### src/rtl/cache_tag_ctrl_if.sv
// Request, response, tag RAM and fill-port signals of the cache tag controller.
// slave is the controller's view; master is the view of whatever surrounds it.
interface cache_tag_ctrl_if #(
  parameter int AWIDTH = 3,
  parameter int TAG_W  = 13
);
  localparam int DWIDTH = TAG_W + 1;
  localparam int ADDR_W = TAG_W + AWIDTH;

  logic              req_valid;
  logic [ADDR_W-1:0] req_addr;
  logic              req_ready;

  logic              rsp_valid;
  logic              rsp_hit;
  logic [AWIDTH-1:0] rsp_index;

  logic [AWIDTH-1:0] tag_addr;
  logic [DWIDTH-1:0] tag_din;
  logic              tag_we;
  logic [DWIDTH-1:0] tag_dout;

  logic              mem_req;
  logic [ADDR_W-1:0] mem_addr;
  logic              mem_ack;

  modport slave (
    input  req_valid, req_addr, tag_dout, mem_ack,
    output req_ready, rsp_valid, rsp_hit, rsp_index,
           tag_addr, tag_din, tag_we, mem_req, mem_addr
  );

  modport master (
    output req_valid, req_addr, tag_dout, mem_ack,
    input  req_ready, rsp_valid, rsp_hit, rsp_index,
           tag_addr, tag_din, tag_we, mem_req, mem_addr
  );
endinterface

### src/rtl/cache_tag_ctrl.sv
// Direct-mapped cache tag lookup/fill controller; hit responds 2 cycles after accept, miss 4 + ack wait.
// One request in flight: req_ready drops on accept and returns the cycle after the response pulse.
module cache_tag_ctrl #(
  parameter int AWIDTH = 3,
  parameter int TAG_W  = 13
) (
  input  logic             clock,
  input  logic             reset,
  cache_tag_ctrl_if.slave  bus
);
  localparam int DEPTH  = 1 << AWIDTH;
  localparam int DWIDTH = TAG_W + 1;
  localparam int ADDR_W = TAG_W + AWIDTH;

  typedef enum logic [2:0] {
    ST_INIT,
    ST_IDLE,
    ST_LOOKUP,
    ST_MISS,
    ST_FILL,
    ST_RESP
  } state_t;

  typedef struct packed {
    logic [TAG_W-1:0]  tag;
    logic [AWIDTH-1:0] idx;
  } req_t;

  state_t            state_q,     state_d;
  logic [AWIDTH-1:0] cnt_q,       cnt_d;
  req_t              req_q,       req_d;
  logic              req_ready_q, req_ready_d;
  logic              rsp_valid_q, rsp_valid_d;
  logic              rsp_hit_q,   rsp_hit_d;
  logic [AWIDTH-1:0] rsp_index_q, rsp_index_d;
  logic              mem_req_q,   mem_req_d;
  logic [ADDR_W-1:0] mem_addr_q,  mem_addr_d;

  logic              lookup_hit;

  assign lookup_hit = bus.tag_dout[TAG_W] && (bus.tag_dout[TAG_W-1:0] == req_q.tag);

  always_comb begin
    state_d     = state_q;
    cnt_d       = cnt_q;
    req_d       = req_q;
    req_ready_d = req_ready_q;
    rsp_valid_d = 1'b0;
    rsp_hit_d   = rsp_hit_q;
    rsp_index_d = rsp_index_q;
    mem_req_d   = mem_req_q;
    mem_addr_d  = mem_addr_q;

    case (state_q)
      ST_INIT: begin
        cnt_d = cnt_q + 1'b1;
        if (cnt_q == AWIDTH'(DEPTH - 1)) begin
          state_d = ST_IDLE;
        end
      end
      ST_IDLE: begin
        if (bus.req_valid && req_ready_q) begin
          req_d       = bus.req_addr;
          req_ready_d = 1'b0;
          state_d     = ST_LOOKUP;
        end else begin
          req_ready_d = 1'b1;
        end
      end
      ST_LOOKUP: begin
        if (lookup_hit) begin
          rsp_hit_d = 1'b1;
          state_d   = ST_RESP;
        end else begin
          mem_req_d  = 1'b1;
          mem_addr_d = req_q;
          state_d    = ST_MISS;
        end
      end
      ST_MISS: begin
        if (bus.mem_ack) begin
          mem_req_d = 1'b0;
          state_d   = ST_FILL;
        end
      end
      ST_FILL: begin
        rsp_hit_d = 1'b0;
        state_d   = ST_RESP;
      end
      ST_RESP: begin
        rsp_valid_d = 1'b1;
        rsp_index_d = req_q.idx;
        state_d     = ST_IDLE;
      end
      default: begin
        state_d = ST_INIT;
      end
    endcase
  end

  // RAM controls stay combinational so the RAM samples them on the same edge the FSM advances.
  always_comb begin
    bus.tag_we   = 1'b0;
    bus.tag_din  = '0;
    bus.tag_addr = req_q.idx;
    case (state_q)
      ST_INIT: begin
        bus.tag_we   = 1'b1;
        bus.tag_addr = cnt_q;
      end
      ST_IDLE: begin
        bus.tag_addr = bus.req_addr[AWIDTH-1:0];
      end
      ST_FILL: begin
        bus.tag_we  = 1'b1;
        bus.tag_din = {1'b1, req_q.tag};
      end
      default: begin
        bus.tag_addr = req_q.idx;
      end
    endcase
  end

  always_ff @(posedge clock) begin
    if (reset) begin
      state_q     <= ST_INIT;
      cnt_q       <= '0;
      req_q       <= '0;
      req_ready_q <= 1'b0;
      rsp_valid_q <= 1'b0;
      rsp_hit_q   <= 1'b0;
      rsp_index_q <= '0;
      mem_req_q   <= 1'b0;
      mem_addr_q  <= '0;
    end else begin
      state_q     <= state_d;
      cnt_q       <= cnt_d;
      req_q       <= req_d;
      req_ready_q <= req_ready_d;
      rsp_valid_q <= rsp_valid_d;
      rsp_hit_q   <= rsp_hit_d;
      rsp_index_q <= rsp_index_d;
      mem_req_q   <= mem_req_d;
      mem_addr_q  <= mem_addr_d;
    end
  end

  assign bus.req_ready = req_ready_q;
  assign bus.rsp_valid = rsp_valid_q;
  assign bus.rsp_hit   = rsp_hit_q;
  assign bus.rsp_index = rsp_index_q;
  assign bus.mem_req   = mem_req_q;
  assign bus.mem_addr  = mem_addr_q;

endmodule

### src/flat_wrapper.sv
// flat-port wrapper written by rule: the top's interface ports become plain ports
module cache_tag_ctrl_flat 
#(
  parameter int AWIDTH = 3,
  parameter int TAG_W  = 13
)
  (clock, reset, bus_req_valid, bus_req_addr, bus_tag_dout, bus_mem_ack, bus_req_ready, bus_rsp_valid, bus_rsp_hit, bus_rsp_index, bus_tag_addr, bus_tag_din, bus_tag_we, bus_mem_req, bus_mem_addr);
  cache_tag_ctrl_if #(.AWIDTH(AWIDTH), .TAG_W(TAG_W)) bus_i ();
  input  logic clock;
  input  logic reset;
  input wire logic [$bits(bus_i.req_valid)-1:0] bus_req_valid;
  input wire logic [$bits(bus_i.req_addr)-1:0] bus_req_addr;
  input wire logic [$bits(bus_i.tag_dout)-1:0] bus_tag_dout;
  input wire logic [$bits(bus_i.mem_ack)-1:0] bus_mem_ack;
  output wire logic [$bits(bus_i.req_ready)-1:0] bus_req_ready;
  output wire logic [$bits(bus_i.rsp_valid)-1:0] bus_rsp_valid;
  output wire logic [$bits(bus_i.rsp_hit)-1:0] bus_rsp_hit;
  output wire logic [$bits(bus_i.rsp_index)-1:0] bus_rsp_index;
  output wire logic [$bits(bus_i.tag_addr)-1:0] bus_tag_addr;
  output wire logic [$bits(bus_i.tag_din)-1:0] bus_tag_din;
  output wire logic [$bits(bus_i.tag_we)-1:0] bus_tag_we;
  output wire logic [$bits(bus_i.mem_req)-1:0] bus_mem_req;
  output wire logic [$bits(bus_i.mem_addr)-1:0] bus_mem_addr;
  assign bus_i.req_valid = bus_req_valid;
  assign bus_i.req_addr = bus_req_addr;
  assign bus_i.tag_dout = bus_tag_dout;
  assign bus_i.mem_ack = bus_mem_ack;
  assign bus_req_ready = bus_i.req_ready;
  assign bus_rsp_valid = bus_i.rsp_valid;
  assign bus_rsp_hit = bus_i.rsp_hit;
  assign bus_rsp_index = bus_i.rsp_index;
  assign bus_tag_addr = bus_i.tag_addr;
  assign bus_tag_din = bus_i.tag_din;
  assign bus_tag_we = bus_i.tag_we;
  assign bus_mem_req = bus_i.mem_req;
  assign bus_mem_addr = bus_i.mem_addr;
  cache_tag_ctrl #(.AWIDTH(AWIDTH), .TAG_W(TAG_W)) u_core (.clock(clock), .reset(reset), .bus(bus_i));
endmodule
### config.mk
export PLATFORM = sky130hd
export DESIGN_NAME = cache_tag_ctrl_flat
export DESIGN_NICKNAME = d
export VERILOG_FILES = /design/src/rtl/cache_tag_ctrl_if.sv /design/src/rtl/cache_tag_ctrl.sv /design/src/flat_wrapper.sv
export SDC_FILE = /design/constraint.sdc
export NUM_CORES = 1
export LEC_CHECK = 0
export CORE_UTILIZATION = 45
export DETAILED_ROUTE_END_ITERATION = 10
export PLACE_DENSITY = 0.88
export SYNTH_ARGS = -nofsm -noshare
export SYNTH_HDL_FRONTEND = slang
export SYNTH_SLANG_ARGS = --single-unit
### constraint.sdc
create_clock -name clock -period 2 [get_ports clock]
set_input_delay 0.4 -clock clock [delete_from_list [all_inputs] [get_ports clock]]
set_output_delay 0.4 -clock clock [all_outputs]
set_load 0.005 [all_outputs]
# ---- Word-level counts from Yosys, hierarchy flattened
# Cells that the tools add are included.
dict set report totals {
  register_bits 45
  output_inout_bits 41
  input_bits 34
  wordCells 50
}
dict set report classes {
  n_mux 15
  reduce_logical 11
  add_sub_neg 1
  n_eq_ne 12
  n_bitwise 1
}
# op count
set ops {}
lappend ops {{$pmux W3 S6} 1}
lappend ops {{$mux W14} 1}
lappend ops {{$eq A13 B13 Y1} 1}
lappend ops {{$mux W3} 4}
lappend ops {{$eq A3 B3 Y1 const B} 3}
lappend ops {{$eq A3 B2 Y1 const B} 2}
lappend ops {{$mux W1} 6}
lappend ops {{$ne A2 B1 Y1 const B} 3}
lappend ops {{$pmux W3 S2} 1}
lappend ops {{$reduce_and A2 Y1} 3}
lappend ops {{$reduce_and A3 Y1} 2}
lappend ops {{$ne A2 B2 Y1 const B} 2}
lappend ops {{$pmux W1 S2} 2}
lappend ops {{$reduce_bool A2 Y1} 2}
lappend ops {{$add A3 B1 Y3 const B} 1}
lappend ops {{$eq A3 B1 Y1 const B} 1}
lappend ops {{$logic_not A3 Y1} 1}
lappend ops {{$logic_and A1 B1 Y1} 2}
lappend ops {{$reduce_or A2 Y1} 1}
lappend ops {{$not A1 Y1} 1}

# ---- Logic depth before layout (Yosys ltp)
# Gate-level depths: netlist (run 1).
dict set report depth {
  word_depth 4
  mapped_depth 7
}

# ---- Worst setup path before layout (run 1)
# Ideal clock, no wire load.
dict set report synth_timing {
  path_type {input-to-reg}
  from {in bus_tag_dout[10]}
  to {reg u_core.mem_addr_q[10] (netlist: u_core.bus.mem_addr[10])}
  setup_slack_ns 0.433
  t_arrival_ns 1.448
  path_buffers 1
  stages 6
  cell_sequence {xnor2_1 nand4_1 nor4_4 nor3_4 buf_8 mux2i_1}
}
dict set report synth_between {
  elab_chain_cells 4
}
# element line_no
set synth_rtl {}
lappend synth_rtl {{start, declared} flat_wrapper.sv:13} ;# input wire logic [$bits(bus_i.tag_dout)-1:0] bus_tag_dout;
lappend synth_rtl {{$eq A13 B13 Y1} cache_tag_ctrl.sv:41} ;# assign lookup_hit = bus.tag_dout[TAG_W] && (bus.tag_dout[TAG_W-1:0] == req_q.tag);
lappend synth_rtl {{$logic_and A1 B1 Y1} cache_tag_ctrl.sv:41}
lappend synth_rtl {{$not A1 Y1 (no line)} --}
lappend synth_rtl {{$reduce_and A2 Y1 (no line)} --}
lappend synth_rtl {{end signal, assigned} cache_tag_ctrl.sv:144} ;# mem_addr_q <= mem_addr_d;
lappend synth_rtl {{end, declared} cache_tag_ctrl.sv:37} ;# logic [ADDR_W-1:0] mem_addr_q, mem_addr_d;
# Every way passes these cells.
# A chain may end at the register's enable or synchronous reset.

# ---- Worst setup path in the final report (run 1)
dict set report layout_timing {
  from {reg u_core.state_q[1]}
  to {out bus_tag_din[4]}
}
dict set report layout_between {
  elab_chain_cells 2
}
# element line_no
set layout_rtl {}
lappend layout_rtl {{start, declared} cache_tag_ctrl.sv:29} ;# state_t state_q, state_d;
lappend layout_rtl {{start signal, assigned} cache_tag_ctrl.sv:136} ;# state_q <= state_d;
lappend layout_rtl {{$eq A3 B3 Y1} cache_tag_ctrl.sv:106} ;# case (state_q)
lappend layout_rtl {{$mux W14} cache_tag_ctrl.sv:106}
lappend layout_rtl {{end, declared} flat_wrapper.sv:20} ;# output wire logic [$bits(bus_i.tag_din)-1:0] bus_tag_din;
# Every way passes these cells.

==> results of run 1 <==
## timing repair
action | in CTS | in global routing
resized for setup | 11 | 12
pin swaps | 1 | 1
endpoints found under the setup margin | 17 | 13
cloned | 1 | 0
setup buffers | 0 | 4
## cell type report
type | count | area share
Tap cell | 52 | 0.0203
Clock buffer | 6 | 0.0226
Timing Repair Buffer | 98 | 0.300
Clock inverter | 2 | 0.00312
Sequential cell | 45 | 0.282
Multi-Input combinational cell | 189 | 0.372
## registers in the layout, summed over array words and instances, names as in the netlist
name and count:
u_core.bus.mem_req 1, u_core.bus.rsp_hit 1, u_core.state_q 3, u_core.bus.mem_addr 16, u_core.bus.rsp_valid 1, u_core.cnt_q 3
u_core.req_q 16, u_core.bus.req_ready 1, u_core.bus.rsp_index 3
## layer usage
metal | share of wire | vias up | wire length, µm | global-route usage
met4 | 0.030 | 0 | 182 | 0.118
met2 | 0.50 | 77 | 3080 | 0.414
li1 | - | 1010 | - | -
met3 | 0.048 | 17 | 293 | 0.0394
met1 | 0.42 | 972 | 2580 | 0.302
met5 | 0 | - | 0 | 0
## metrics by stage
step	TNS, ps	util	total power (µW)	setup WS, ps
after floorplan	0	-	983	433
after global placement	-779	0.679	1080	-102
after detailed placement	-2280	0.679	1080	-180
after CTS	-202	0.702	1620	-45.9
after global routing	-477	0.716	1670	-53.5
final	0	0.716	1610	13.4
## cell usage in the layout (no fill, tap or decap), types with 3 or more instances in the layout
master	netlist	final
buf_6	0	3
mux2i_1	22	21
nand4_1	3	3
nand2b_1	31	31
and3_1	13	13
xnor2_1	14	14
nor2b_1	3	3
dlymetal6s2s_1	0	9
or2b_1	3	3
nor3_1	4	4
nand2_1	44	44
dlygate4sd2_1	0	4
a21oi_1	21	21
o21ai_1	3	3
nand3_1	5	5
clkbuf_8	0	5
buf_4	1	20
dfxtp_1	45	44
nor2_1	9	8
clkdlybuf4s50_1	0	61
## final timing paths
path,depth (start not counted),end,slack (ps)
hold / removal,2,u_core.bus.rsp_index[0],460
setup reg to reg,7,u_core.req_q[7],130
setup / recovery,4,bus_tag_din[4],10
hold reg to reg,2,u_core.bus.rsp_index[0],460
## cells by family after synthesis
family,share of synthesized area
AOI/OAI and AO/OA,0.0764
xor gates and xnor gates,0.0567
adders and majority gates,0.0116
buffers and inverters,0.0382
DFF,0.417
muxes,0.102
and+or+nand+nor,0.298
## critical path, delay by kind of cell (launching register included)
family	cells	cell delay, ps
flip-flops	1	380
buffers and inverters	2	640
AND/OR/NAND/NOR	2	270
## power groups by stage
stage | Sequential (µW) | Combinational (µW) | Clock, µW
global route | 907 | 168 | 592
detailed placement | 929 | 153 | 0
CTS | 907 | 153 | 560
global placement | 928 | 151 | 0
finish | 906 | 155 | 546
floorplan | 926 | 56.2 | 0
==> results.json, run 1 <==
{
  "ys_seq_area_frac": 0.417,
  "wl_per_cell_um": 15.7,
  "drt_iter0_markers": 149,
  "initial_utilization": 0.483,
  "dpl_cell_area_mm2": 0.00304,
  "end_kind": "output pin",
  "nets": 375,
  "startpoint_type": "flip-flop",
  "worstPathRequired_ps": 1600,
  "syn_avg_cell_area_um2": 8.61,
  "crit_type": "flip-flop to output pin",
  "cts_max_path_buffers": 2,
  "syn_to_final_growth_pct": 48.3,
  "yosysTopAreaCell": "dfxtp_1",
  "hp-class": "flip-flop to flip-flop",
  "drc_errors": 3,
  "multi_input_area_mm2": 0.00119,
  "synth.distinct_cells": 31,
  "seq_power_share": 0.564,
  "io-pin-count": 75,
  "cp_slowest_cell": "clkdlybuf4s50_1",
  "yosysWarnings": 0,
  "ys_ff_latch": 45,
  "slowest_delay_ps": 510,
  "insertion_delay_ps": 300,
  "row_count": 24,
  "swShare": 0.226,
  "finalCritPeriodShare": 0.993,
  "p_clk_frac": 0.340,
  "vdd_ir_drop_max_mv": 0.471,
  "syn-num-nets": 287,
  "synthFlopType": "dfxtp_1",
  "cts.sinks": 45,
  "switching_power_uw": 363,
  "fin_cells": 392,
  "tritoncts": "yes",
  "drt_wl_total_um": 6140,
  "drv_slew": 0,
  "layout.area.seq_um2": 905,
  "hp-start": "u_core.bus.rsp_index[0]",
  "syn_inst": 251,
  "num-fill-cells": 340,
  "io_buffers": 74,
  "routabilityCongestion": 0.932,
  "drive_gt1_frac": 0.112,
  "r2r_start": "u_core.state_q[0]",
  "violations": "DRC",
  "fmaxAchievable_ghz": 0.503,
  "core_area_mm2": 0.00447,
  "min_period_ps": 1990,
  "drtAntennaViolNets": 0,
  "antenna_found_initial": 0,
  "worstMarginPinSlew_ps": 530,
  "p_leak_uw": 0.00133,
  "slew_headroom": 0.644,
  "dieHeight_um": 71.3,
  "drt-vias-per-instance": 5.30,
  "grt_pass1_vias": 1956,
  "synth-edff-count": 0,
  "whs_ps": 465,
  "critPathArrivalTime_ps": 1590,
  "root_buffer": "clkbuf_8",
  "die_x_um": 71.3,
  "numCtsBuffers": 5,
  "finalClockSkew_ps": 7.66,
  "yosysMostFrequentCell": "dfxtp_1",
  "startpoint": "u_core.state_q[1]",
  "cap_violations": 0,
  "synth_commonest_cells": "dfxtp_1 (45), nand2_1 (44), nand2b_1 (31), mux2i_1 (22), a21oi_1 (21)",
  "intPower_uw": 1240,
  "gr-usage-all-layers": 0.244,
  "antennaDiodeCount": 0,
  "htree_levels": 2,
  "dp.final_hpwl_um": 4260,
  "power_frac_comb": 0.096,
  "placed_cells": 379,
  "clkTransAtPathRegs_ps": 80,
  "grt_pass1_wl_um": 9430,
  "synth_area_leaders": "dfxtp_1 (42%), mux2i_1 (10%), nand2b_1 (9.0%)",
  "synth_area_mm2": 0.00216,
  "path_cells": "nor2_4 > buf_6 > and3_1 > clkdlybuf4s50_1",
  "fin_area_mm2": 0.00321,
  "status": "complete, but fails checks",
  "cp_max_fo": 7,
  "grt_overflow": 0,
  "async_reset_ff_frac": 0,
  "dieArea_mm2": 0.00508,
  "via_count": 2076,
  "hold_violations": 0,
  "setup_viol": 0,
  "grt_max_degree": 24,
  "synth_top_area_share": 0.417,
  "cts_hold_buf": 0,
  "drt-pass1-iter-count": 7,
  "p_per_area_mw_per_mm2": 501
}
(Power assumes the default switching activity.)
==> run 2: changes to the inputs <==
--- a/config.mk
+++ b/config.mk
@@ -5,9 +5,10 @@
 export SDC_FILE = /design/constraint.sdc
 export NUM_CORES = 1
 export LEC_CHECK = 0
-export CORE_UTILIZATION = 45
+export CORE_UTILIZATION = 47
+export CTS_BUF_LIST = sky130_fd_sc_hd__clkbuf_4
 export DETAILED_ROUTE_END_ITERATION = 10
-export PLACE_DENSITY = 0.88
+export PLACE_DENSITY = 0.91
 export SYNTH_ARGS = -nofsm -noshare
 export SYNTH_HDL_FRONTEND = slang
 export SYNTH_SLANG_ARGS = --single-unit
==> constraint.sdc (replaced) <==
create_clock -name clock -period 2.1 [get_ports clock]
set_input_delay 0.42 -clock clock [delete_from_list [all_inputs] [get_ports clock]]
set_output_delay 0.42 -clock clock [all_outputs]
set_load 0.005 [all_outputs]
==> results.json, run 2 (synthesis gave the netlist of run 1 again) <==
{
  "startpoint_type": "flip-flop",
  "syn_to_final_growth_pct": 45.6,
  "drt-vias-per-instance": 5.21,
  "rsz0062_at_grt": "false",
  "critPathTopFamily": "buffers and inverters",
  "dieHeight_um": 69.8,
  "cts_hold_buf": 0,
  "hp-class": "flip-flop to flip-flop",
  "grt_pass1_vias": 1998,
  "nets": 370,
  "via_count": 2018,
  "status": "complete, no violations",
  "critPathArrivalTime_ps": 1590,
  "crit_type": "flip-flop to output pin",
  "final.setup.tns_ps": 0,
  "cap_violations": 0,
  "whs_ps": 467,
  "cts_max_path_buffers": 2,
  "root_buffer": "clkbuf_4",
  "drv_slew": 0,
  "numCtsBuffers": 5,
  "htree_levels": 2,
  "min_period_ps": 2010,
  "p_clk_frac": 0.275,
  "total_power_uw": 1390,
  "crit_buf_inv": 3,
  "switching_power_uw": 316,
  "path_cells": "nor2_4 > buf_6 > buf_4 > clkdlybuf4s50_1",
  "hold_violations": 0,
  "end_kind": "output pin",
  "vdd_ir_drop_max_mv": 0.287,
  "cp_max_fo": 5,
  "drt_iter0_markers": 81,
  "clkTransAtPathRegs_ps": 120,
  "dpl_cell_area_mm2": 0.00299,
  "cp_slowest_cell": "clkdlybuf4s50_1",
  "routabilityCongestion": 0.928,
  "io_buffers": 74,
  "worstMarginPinSlew_ps": 556,
  "gr-usage-all-layers": 0.236,
  "intPower_uw": 1080,
  "seq_power_share": 0.620,
  "p_leak_uw": 0.00130,
  "dieArea_mm2": 0.00487,
  "slowest_delay_ps": 490,
  "tritoncts": "yes",
  "drc_errors": 0,
  "final_common_cell": "clkdlybuf4s50_1",
  "row_count": 24,
  "fmaxAchievable_ghz": 0.497,
  "grt_max_degree": 62,
  "power_frac_comb": 0.105,
  "initial_utilization": 0.493,
  "finalClockSkew_ps": 7.50,
  "slew_headroom": 0.626,
  "io-pin-count": 75,
  "layout_common_cells": "clkdlybuf4s50_1 (58), nand2_1 (44), dfxtp_1 (42)",
  "finalCritPeriodShare": 0.959,
  "dp.final_hpwl_um": 4050,
  "setup_viol": 0,
  "cts.sinks": 45,
  "num-fill-cells": 317,
  "drt-pass1-iter-count": 4,
  "drtAntennaViolNets": 0,
  "die_x_um": 69.8,
  "worstPathRequired_ps": 1680,
  "antennaDiodeCount": 0,
  "drive_gt1_frac": 0.107,
  "grt_overflow": 0,
  "swShare": 0.227,
  "fin_area_mm2": 0.00315,
  "p_per_area_mw_per_mm2": 443,
  "core_area_mm2": 0.00438,
  "wl_per_cell_um": 14.6,
  "insertion_delay_ps": 350,
  "antenna_found_initial": 0,
  "drt_wl_total_um": 5650,
  "grt_pass1_wl_um": 9030
}
run 2: worst paths after layout:
kind                                                end  slack, ps  cells after the start               startpoint
worst max-delay path                         bus_tag_we         90                      4        u_core.state_q[1]
worst max register to register        u_core.state_q[2]        390                      6          u_core.req_q[5]
worst min-delay path            u_core.bus.rsp_index[0]        470                      2  u_core.bus.rsp_index[0]
worst min register to register  u_core.bus.rsp_index[0]        470                      2  u_core.bus.rsp_index[0]
run 2: worst min-delay path, delay by kind of cell (launching register included):
family / cells / cell delay, ps
flops: 1 / 330
simple gates: 1 / 50
compound gates: 1 / 50
run 2: layout make-up:
cell class	count	area [µm²]	share of cell area
well taps	52	65.1	0.0207
clock buffers	5	37.5	0.0119
clock inverters	3	12.5	0.00398
repair buffers	93	925	0.294
multi-input cells	189	1200	0.381
flip-flops and latches	45	907	0.288
run 2: timing repair:
action,in CTS,in global routing
endpoints found under the setup margin,15,10
buffers inserted,4,2
gates cloned,1,0
pin swaps,0,1
gates resized for setup,19,12
run 2: routing by layer:
layer	vias to the layer above	GRT usage	routed length, µm
li1	1002	-	-
met1	942	0.289	2420
met2	62	0.393	2820
met3	12	0.0422	251
met4	0	0.122	157
met5	-	0	0
run 2: power by group through the flow:
stage	Sequential (µW)	Clock (µW)	Combinational (µW)
floorplan	882	0	53.6
global placement	883	0	141
detailed placement	883	0	143
CTS	864	391	148
global route	864	435	157
finish	863	383	146
run 2: per-stage QoR:
step                      cells  utilization  worst slack (ps)
after global placement      372        0.681              5.17
after detailed placement    372        0.681             -95.5
after global routing        387        0.717              33.9
final                       387        0.717              87.1
after floorplan             251            -               513
after CTS                   385        0.707              1.93
